`src/rtl/ibexc_dbus_arbiter_if.sv`:
```
// ibexc_dbus_arbiter_if: host-side and shared memory-side data bus of the
// N-port data-bus arbiter, bundled so the arbiter takes a single bus port.
interface ibexc_dbus_arbiter_if #(
  parameter int unsigned NumHarts  = 2,
  parameter int unsigned DataWidth = 33
);
  // Per-hart request side (ports packed, hart p at slice p)
  logic [NumHarts-1:0]           host_req_i;
  logic [NumHarts-1:0]           host_gnt_o;
  logic [NumHarts-1:0]           host_we_i;
  logic [NumHarts-1:0]           host_is_cap_i;
  logic [4*NumHarts-1:0]         host_be_i;
  logic [32*NumHarts-1:0]        host_addr_i;
  logic [DataWidth*NumHarts-1:0] host_wdata_i;
  logic [NumHarts-1:0]           host_rvalid_o;
  logic [DataWidth-1:0]          host_rdata_o;
  logic [NumHarts-1:0]           host_err_o;

  // Shared memory port
  logic                          mem_req_o;
  logic                          mem_gnt_i;
  logic                          mem_we_o;
  logic                          mem_is_cap_o;
  logic [3:0]                    mem_be_o;
  logic [31:0]                   mem_addr_o;
  logic [DataWidth-1:0]          mem_wdata_o;
  logic                          mem_rvalid_i;
  logic [DataWidth-1:0]          mem_rdata_i;
  logic                          mem_err_i;

  // Arbiter view: accepts hart requests and drives the shared port
  modport slave (
    input  host_req_i, host_we_i, host_is_cap_i, host_be_i, host_addr_i, host_wdata_i,
    output host_gnt_o, host_rvalid_o, host_rdata_o, host_err_o,
    output mem_req_o, mem_we_o, mem_is_cap_o, mem_be_o, mem_addr_o, mem_wdata_o,
    input  mem_gnt_i, mem_rvalid_i, mem_rdata_i, mem_err_i
  );

  // System view: the harts and the shared memory around the arbiter
  modport master (
    output host_req_i, host_we_i, host_is_cap_i, host_be_i, host_addr_i, host_wdata_i,
    input  host_gnt_o, host_rvalid_o, host_rdata_o, host_err_o,
    input  mem_req_o, mem_we_o, mem_is_cap_o, mem_be_o, mem_addr_o, mem_wdata_o,
    output mem_gnt_i, mem_rvalid_i, mem_rdata_i, mem_err_i
  );
endinterface

```
`src/rtl/ibexc_dbus_arbiter.sv`:
```
// ibexc_dbus_arbiter: round-robin merge of NumHarts CHERIoT data ports onto one
// shared data port, with in-order response routing through an ID FIFO.
// Optional feature: define IBEXC_DBUS_CAP_LOCK_EN to keep both beats of a
// capability access on the same port back to back.
module ibexc_dbus_arbiter #(
  parameter int unsigned NumHarts       = 2,
  parameter int unsigned DataWidth      = 33,
  parameter int unsigned MaxOutstanding = 4,
  localparam int unsigned CntW          = $clog2(MaxOutstanding + 1)
) (
  input  logic                 clk_i,
  input  logic                 rst_i,
  ibexc_dbus_arbiter_if.slave  bus,
  output logic [CntW-1:0]      outstanding_o,
  output logic                 rsp_unexpected_o
);

  localparam int unsigned IdxW = (NumHarts > 1) ? $clog2(NumHarts) : 1;
  localparam int unsigned PtrW = $clog2(MaxOutstanding);

  logic [IdxW-1:0]      rr_q;
  logic [IdxW-1:0]      sel;
  logic [IdxW-1:0]      sel_next;
  logic [IdxW:0]        cand;
  logic [31:0]          sel_w;
  logic                 any_req;
  logic                 full;
  logic                 mem_req;
  logic                 push;
  logic                 pop;

  logic [IdxW-1:0]      fifo_q [MaxOutstanding];
  logic [PtrW-1:0]      wr_ptr_q;
  logic [PtrW-1:0]      rd_ptr_q;
  logic [CntW-1:0]      cnt_q;
  logic [IdxW-1:0]      head;
  logic                 unexp_q;

  logic                 mem_we;
  logic                 mem_is_cap;
  logic [3:0]           mem_be;
  logic [31:0]          mem_addr;
  logic [DataWidth-1:0] mem_wdata;
  logic [NumHarts-1:0]  host_gnt;
  logic [NumHarts-1:0]  host_rvalid;
  logic [NumHarts-1:0]  host_err;

`ifdef IBEXC_DBUS_CAP_LOCK_EN
  typedef enum logic {LkFree = 1'b0, LkHeld = 1'b1} lock_e;
  lock_e lock_q;
`endif

  // Port selection: first requester at or after rr_q, wrapping; forced while locked
  always_comb begin
    any_req = 1'b0;
    sel     = rr_q;
    cand    = '0;
`ifdef IBEXC_DBUS_CAP_LOCK_EN
    if (lock_q == LkHeld) begin
      any_req = bus.host_req_i[rr_q];
    end else begin
`endif
      for (int unsigned k = 0; k < NumHarts; k++) begin
        cand = (IdxW+1)'(rr_q) + (IdxW+1)'(k);
        if (cand >= (IdxW+1)'(NumHarts)) begin
          cand = cand - (IdxW+1)'(NumHarts);
        end
        if (!any_req && bus.host_req_i[cand[IdxW-1:0]]) begin
          any_req = 1'b1;
          sel     = cand[IdxW-1:0];
        end
      end
`ifdef IBEXC_DBUS_CAP_LOCK_EN
    end
`endif
  end

  assign sel_w    = 32'(sel);
  assign sel_next = (sel == IdxW'(NumHarts - 1)) ? '0 : sel + IdxW'(1);

  // A pop in the same cycle does not free a slot for this cycle's request
  assign full    = (cnt_q == CntW'(MaxOutstanding));
  assign mem_req = any_req & ~full & ~rst_i;
  assign push    = mem_req & bus.mem_gnt_i;
  assign pop     = bus.mem_rvalid_i & (cnt_q != '0) & ~rst_i;
  assign head    = fifo_q[rd_ptr_q];

  // Forward the selected port's address/data phase; zero when idle
  always_comb begin
    mem_we     = 1'b0;
    mem_is_cap = 1'b0;
    mem_be     = '0;
    mem_addr   = '0;
    mem_wdata  = '0;
    if (any_req) begin
      mem_we     = bus.host_we_i[sel];
      mem_is_cap = bus.host_is_cap_i[sel];
      mem_be     = bus.host_be_i[sel_w*4 +: 4];
      mem_addr   = bus.host_addr_i[sel_w*32 +: 32];
      mem_wdata  = bus.host_wdata_i[sel_w*DataWidth +: DataWidth];
    end
  end

  // Grant goes to the selected port only; responses go to the FIFO head
  always_comb begin
    host_gnt    = '0;
    host_rvalid = '0;
    host_err    = '0;
    if (push) begin
      host_gnt[sel] = 1'b1;
    end
    if (pop) begin
      host_rvalid[head] = 1'b1;
      host_err[head]    = bus.mem_err_i;
    end
  end

  // ID FIFO storage: holds the port index of each granted transaction
  always_ff @(posedge clk_i) begin
    if (push) begin
      fifo_q[wr_ptr_q] <= sel;
    end
  end

  // FIFO pointers, occupancy and sticky unexpected-response flag
  always_ff @(posedge clk_i or posedge rst_i) begin
    if (rst_i) begin
      wr_ptr_q <= '0;
      rd_ptr_q <= '0;
      cnt_q    <= '0;
      unexp_q  <= 1'b0;
    end else begin
      if (push) begin
        wr_ptr_q <= wr_ptr_q + PtrW'(1);
      end
      if (pop) begin
        rd_ptr_q <= rd_ptr_q + PtrW'(1);
      end
      if (push && !pop) begin
        cnt_q <= cnt_q + CntW'(1);
      end else if (!push && pop) begin
        cnt_q <= cnt_q - CntW'(1);
      end
      if (bus.mem_rvalid_i && (cnt_q == '0)) begin
        unexp_q <= 1'b1;
      end
    end
  end

`ifdef IBEXC_DBUS_CAP_LOCK_EN
  // Round-robin pointer and capability lock: a cap grant pins rr_q to its port
  // until the second cap beat is granted or the port abandons the access
  always_ff @(posedge clk_i or posedge rst_i) begin
    if (rst_i) begin
      rr_q   <= '0;
      lock_q <= LkFree;
    end else begin
      if (push) begin
        if (lock_q == LkHeld) begin
          if (mem_is_cap) begin
            lock_q <= LkFree;
            rr_q   <= sel_next;
          end
        end else if (mem_is_cap) begin
          lock_q <= LkHeld;
          rr_q   <= sel;
        end else begin
          rr_q <= sel_next;
        end
      end else if ((lock_q == LkHeld) && !bus.host_req_i[rr_q]) begin
        lock_q <= LkFree;
      end
    end
  end
`else
  // Round-robin pointer: next search starts after the granted port
  always_ff @(posedge clk_i or posedge rst_i) begin
    if (rst_i) begin
      rr_q <= '0;
    end else if (push) begin
      rr_q <= sel_next;
    end
  end
`endif

  assign bus.mem_req_o     = mem_req;
  assign bus.mem_we_o      = mem_we;
  assign bus.mem_is_cap_o  = mem_is_cap;
  assign bus.mem_be_o      = mem_be;
  assign bus.mem_addr_o    = mem_addr;
  assign bus.mem_wdata_o   = mem_wdata;
  assign bus.host_gnt_o    = host_gnt;
  assign bus.host_rvalid_o = host_rvalid;
  assign bus.host_err_o    = host_err;
  assign bus.host_rdata_o  = bus.mem_rdata_i;
  assign outstanding_o     = cnt_q;
  assign rsp_unexpected_o  = unexp_q;

endmodule

```
`src/flat_wrapper.sv`:
```
// flat-port wrapper written by rule: the top's interface ports become plain ports
module ibexc_dbus_arbiter_flat 
#(
  parameter int unsigned NumHarts       = 2,
  parameter int unsigned DataWidth      = 33,
  parameter int unsigned MaxOutstanding = 4,
  localparam int unsigned CntW          = $clog2(MaxOutstanding + 1)
)
  (clk_i, rst_i, outstanding_o, rsp_unexpected_o, bus_host_req_i, bus_host_we_i, bus_host_is_cap_i, bus_host_be_i, bus_host_addr_i, bus_host_wdata_i, bus_host_gnt_o, bus_host_rvalid_o, bus_host_rdata_o, bus_host_err_o, bus_mem_req_o, bus_mem_we_o, bus_mem_is_cap_o, bus_mem_be_o, bus_mem_addr_o, bus_mem_wdata_o, bus_mem_gnt_i, bus_mem_rvalid_i, bus_mem_rdata_i, bus_mem_err_i);
  ibexc_dbus_arbiter_if #(.NumHarts(NumHarts), .DataWidth(DataWidth)) bus_i ();
  input  logic clk_i;
  input  logic rst_i;
  output logic [CntW-1:0] outstanding_o;
  output logic rsp_unexpected_o;
  input wire logic [$bits(bus_i.host_req_i)-1:0] bus_host_req_i;
  input wire logic [$bits(bus_i.host_we_i)-1:0] bus_host_we_i;
  input wire logic [$bits(bus_i.host_is_cap_i)-1:0] bus_host_is_cap_i;
  input wire logic [$bits(bus_i.host_be_i)-1:0] bus_host_be_i;
  input wire logic [$bits(bus_i.host_addr_i)-1:0] bus_host_addr_i;
  input wire logic [$bits(bus_i.host_wdata_i)-1:0] bus_host_wdata_i;
  output wire logic [$bits(bus_i.host_gnt_o)-1:0] bus_host_gnt_o;
  output wire logic [$bits(bus_i.host_rvalid_o)-1:0] bus_host_rvalid_o;
  output wire logic [$bits(bus_i.host_rdata_o)-1:0] bus_host_rdata_o;
  output wire logic [$bits(bus_i.host_err_o)-1:0] bus_host_err_o;
  output wire logic [$bits(bus_i.mem_req_o)-1:0] bus_mem_req_o;
  output wire logic [$bits(bus_i.mem_we_o)-1:0] bus_mem_we_o;
  output wire logic [$bits(bus_i.mem_is_cap_o)-1:0] bus_mem_is_cap_o;
  output wire logic [$bits(bus_i.mem_be_o)-1:0] bus_mem_be_o;
  output wire logic [$bits(bus_i.mem_addr_o)-1:0] bus_mem_addr_o;
  output wire logic [$bits(bus_i.mem_wdata_o)-1:0] bus_mem_wdata_o;
  input wire logic [$bits(bus_i.mem_gnt_i)-1:0] bus_mem_gnt_i;
  input wire logic [$bits(bus_i.mem_rvalid_i)-1:0] bus_mem_rvalid_i;
  input wire logic [$bits(bus_i.mem_rdata_i)-1:0] bus_mem_rdata_i;
  input wire logic [$bits(bus_i.mem_err_i)-1:0] bus_mem_err_i;
  assign bus_i.host_req_i = bus_host_req_i;
  assign bus_i.host_we_i = bus_host_we_i;
  assign bus_i.host_is_cap_i = bus_host_is_cap_i;
  assign bus_i.host_be_i = bus_host_be_i;
  assign bus_i.host_addr_i = bus_host_addr_i;
  assign bus_i.host_wdata_i = bus_host_wdata_i;
  assign bus_host_gnt_o = bus_i.host_gnt_o;
  assign bus_host_rvalid_o = bus_i.host_rvalid_o;
  assign bus_host_rdata_o = bus_i.host_rdata_o;
  assign bus_host_err_o = bus_i.host_err_o;
  assign bus_mem_req_o = bus_i.mem_req_o;
  assign bus_mem_we_o = bus_i.mem_we_o;
  assign bus_mem_is_cap_o = bus_i.mem_is_cap_o;
  assign bus_mem_be_o = bus_i.mem_be_o;
  assign bus_mem_addr_o = bus_i.mem_addr_o;
  assign bus_mem_wdata_o = bus_i.mem_wdata_o;
  assign bus_i.mem_gnt_i = bus_mem_gnt_i;
  assign bus_i.mem_rvalid_i = bus_mem_rvalid_i;
  assign bus_i.mem_rdata_i = bus_mem_rdata_i;
  assign bus_i.mem_err_i = bus_mem_err_i;
  ibexc_dbus_arbiter #(.NumHarts(NumHarts), .DataWidth(DataWidth), .MaxOutstanding(MaxOutstanding)) u_core (.clk_i(clk_i), .rst_i(rst_i), .bus(bus_i), .outstanding_o(outstanding_o), .rsp_unexpected_o(rsp_unexpected_o));
endmodule
```
`config.mk`:
```
export PLATFORM = sky130hd
export DESIGN_NAME = ibexc_dbus_arbiter_flat
export DESIGN_NICKNAME = d
export VERILOG_FILES = /design/src/rtl/ibexc_dbus_arbiter_if.sv /design/src/rtl/ibexc_dbus_arbiter.sv /design/src/flat_wrapper.sv
export SDC_FILE = /design/constraint.sdc
export NUM_CORES = 1
export LEC_CHECK = 0
export ABC_CLOCK_PERIOD_IN_PS = 2100
export BUFFER_PORTS_ARGS = -buffer_cell sky130_fd_sc_hd__buf_2
export CAP_MARGIN = 10
export CORE_AREA = 4 4 113 115
export CTS_BUF_LIST = sky130_fd_sc_hd__clkbuf_8
export CTS_CLUSTER_SIZE = 40
export DETAILED_ROUTE_END_ITERATION = 12
export DIE_AREA = 0 0 117 119
export PLACE_DENSITY_LB_ADDON = 0.08
export SLEW_MARGIN = 25
export SYNTH_ARGS = -nofsm -noshare
export SYNTH_HDL_FRONTEND = slang
export SYNTH_SLANG_ARGS = --single-unit
```
`constraint.sdc`:
```
create_clock -name clk_i -period 2.1 [get_ports clk_i]
set_input_delay 0.42 -clock clk_i [delete_from_list [all_inputs] [get_ports clk_i]]
set_output_delay 0.42 -clock clk_i [all_outputs]
set_load 0.05 [all_outputs]
```
==> results.yml <==
run_status:
  run_status: "complete, no violations"
grt:
  first_pass_grt_wire_length_um: 13600
  antenna_violations_before_repair: 1
  vias_in_the_first_global_route: 2256
  grt_start_max_net_pins: 66
  grt_use_total: 0.127
  globalRouteOverflowTotal: 0
floorplanning:
  die_height_um: 119
  dieArea_um2: 13900
  die_width_um: 117
  floorplan.initialDensity: 0.142
  rows: 40
  core_region_area_um2: 11800
  ios: 297
clock_network:
  cts_inserted_buffers: 3
  clock_tree.buffer_depth: 2
  cts-root-buf: "clkbuf_8"
  htreeDepth: 1
  numClockSinks: 13
  clkTransAtPathRegs_ps: 60
  tritoncts: "done"
  clkLatencyLatePin_ps: 240
worst_setup_path:
  reg2reg_setup_slack_ps: 120
  path_common_cell: "buf_12"
  path_max_fanout: 16
  critical_path_required_ps: 1680
  worst_setup_path_end_kind: "output pin"
  critical-path-max-stage-delay_ps: 450
  data_arrival_time_of_the_critical_path_ps: 1630
  slowest_stage: "dfrtp_2"
  critical_path_class: "register to output pin"
  timing.critical_path.cells: "a21oi_4 > buf_12 > clkbuf_16 > a22o_1 > buf_12"
  startpoint_type: "register"
placed_design:
  post_placement_cell_area_um2: 3010
  dpl_worst_slack_ps: -28.1
  finalWeightedCongestion: 0.747
  post-dp-hpwl_um: 8260
  io_buffer_count: 230
timing:
  layout_min_cycle_time_ps: 2050
  report.final.setup_viol: 0
  worstMarginPinSlew_ps: 367
  fmaxAchievable_mhz: 488
  totalNegativeSetupSlack_ps: 0
  postLayoutSetupSlackWorst_ps: 51.5
  relSlewSlack: 0.755
  fin_crit_sh: 0.975
  unrepaired_setup_endpoints_after_global_routing: "true"
  timing.clock.skew_ps: 1.62
  finalHoldViolations: 0
  finalMaxSlewViolations: 0
final_layout:
  multiInputGateArea_um2: 1080
  stdcell_area_um2: 3340
  antenna_cells: 0
  area_used_by_sequential_logic_in_the_layout_um2: 350
  layout_stage_area_growth_over_the_synthesis_result_pct: 98.7
  num-fill-cells: 1316
  post_route_cells_drive_above_1_share: 0.716
  utilization: 0.283
  final_nets: 576
routing:
  routedLengthMet1_um: 4090
  postRouteAntennaNets: 0
  met3WireLength_um: 1360
  routed_wirelength_um: 10700
  drt-vias-per-instance: 4.31
  highest_layer: "met5"
  met2RoutedLength_um: 5230
  drt_pass_1_iters: 4
  detailedRoute.firstIterationViolations: 127
  route.detailed.wl_per_inst_um: 20.1
  dr_total_vias: 2304
  drc_violations: 0
power:
  cellLeakagePower_uw: 0.00180
  power.ir.vdd_worst_v: 0.000422
  pwr_density_cell_nw_per_um2: 1050
  totalPowerFinal_uw: 3530
synth:
  syn_nets: 368
  post_synth_instance_area_um2: 1680
  postSynthCellCount: 180
  synth_largest_type_area_fraction: 0.370
  leading_post_synthesis_cells_by_cell_area: "a22o_1 37%, buf_4 15%, dfrtp_1 13%"
  synth_warnings: 0
  syn_area_per_cell_um2: 9.35
  synth_seq_cells: 13
  synth-seq-area-share: 0.205
  synth_area_leader_cell: "a22o_1"
  synthDistinctLibCells: 30
job:
  drv_cap: 0
min_path:
  hold_path_class: "input port to asynchronous set/reset pin"
what timing repair did:
action / 4_1_cts / 5_1_grt
resized for setup: 12 / 43
endpoints found under the setup margin: 24 / 70
hold buffers: 0 / 0
gates cloned: 1 / 3
setup buffers: 3 / 3
pin swaps: 2 / 2
metal layers:
metal,GRT usage,vias up
li1,-,1075
met1,0.153,1080
met2,0.215,139
met3,0.0569,8
met4,0.0136,2
met5,0,-
worst max-delay path: cells and delay by family (launching register included):
| family | cells | cell delay (ps) |
|---|---|---|
| compound gates | 2 | 440 |
| flops | 1 | 450 |
| buf+inv | 3 | 490 |
logic make-up after synthesis:
kind of cell,count (synthesis),share of synthesized area
fa+ha+maj,7,0.0550
compound gates,75,0.386
buf+inv,54,0.200
flops,13,0.205
simple gates,22,0.0937
mux,3,0.0290
xor+xnor,6,0.0312
cell usage after synthesis, drive strengths merged:
library cell	number
nor3	2
o21a	1
mux2	2
edfxtp	4
xnor2	3
maj3	1
and3	1
ha	5
nand2	3
nor2b	1
nor4b	1
a22o	71
a21o	1
dfrtp	9
nor3b	3
mux4	1
and2	6
xor2	3
or4	1
buf	41
o31ai	1
nor2	3
inv	6
nor4bb	1
a21oi	1
clkbuf	7
fa	1
report_power, final:
group	total, uW	switching [uW]	leakage [uW]	internal, uW
combinational	2830	1790	0.00164	1040
sequential	481	107	0.000136	374
clock	213	84.8	0.0000269	129
total	3530	1980	0.00180	1540
state kept, by name (all words and copies together) (netlist names):
register	cells
u_core.rr_q	1
u_core.wr_ptr_q	2
u_core.fifo_q	4
u_core.rd_ptr_q	2
u_core.outstanding_o	3
u_core.rsp_unexpected_o	1
path summary, 6_finish.rpt:
check                                         from                 endpoint  cells past startpoint
setup / recovery                       u_core.rr_q       bus_mem_addr_o[10]                      5
setup reg to reg           u_core.outstanding_o[2]  u_core.outstanding_o[2]                     10
hold reg to reg            u_core.rsp_unexpected_o  u_core.rsp_unexpected_o                      1
min in group clk_i                bus_mem_rvalid_i  u_core.rsp_unexpected_o                      2
hold / removal                               rst_i  u_core.rsp_unexpected_o                      2
max in group asynchronous                    rst_i  u_core.outstanding_o[1]                      2
metrics by stage:
stage | cells | hold slack [ps]
after floorplan | 180 | 248
after global placement | 520 | 450
after detailed placement | 520 | 463
after CTS | 528 | 219
after global routing | 534 | 238
final | 534 | 212
area by class of cell:
type,instances,area share
inverters,6,0.00674
repair buffers,251,0.496
clock inverters,1,0.00112
flip-flops and latches,13,0.105
well taps,147,0.0550
clock buffers,3,0.0124
multi-input cells,113,0.324
layout by cell type (no fill, tap or decap), types with 2 or more instances in the layout:
| cell type | netlist | routed |
|---|---|---|
| a22o_4 | 0 | 3 |
| clkbuf_16 | 0 | 2 |
| nor3b_4 | 1 | 2 |
| buf_12 | 0 | 14 |
| dfrtp_2 | 0 | 4 |
| dfrtp_1 | 9 | 5 |
| buf_2 | 8 | 192 |
| buf_4 | 33 | 30 |
| ha_1 | 5 | 4 |
| clkbuf_8 | 0 | 3 |
| xor2_1 | 3 | 3 |
| nor2_1 | 3 | 2 |
| nand2_1 | 3 | 3 |
| buf_6 | 0 | 2 |
| and2_1 | 6 | 5 |
| inv_1 | 6 | 6 |
| xnor2_1 | 3 | 3 |
| buf_8 | 0 | 2 |
| a22o_1 | 71 | 68 |
| clkbuf_4 | 0 | 8 |
| edfxtp_1 | 4 | 4 |
Power figures use the tool's default switching activity.
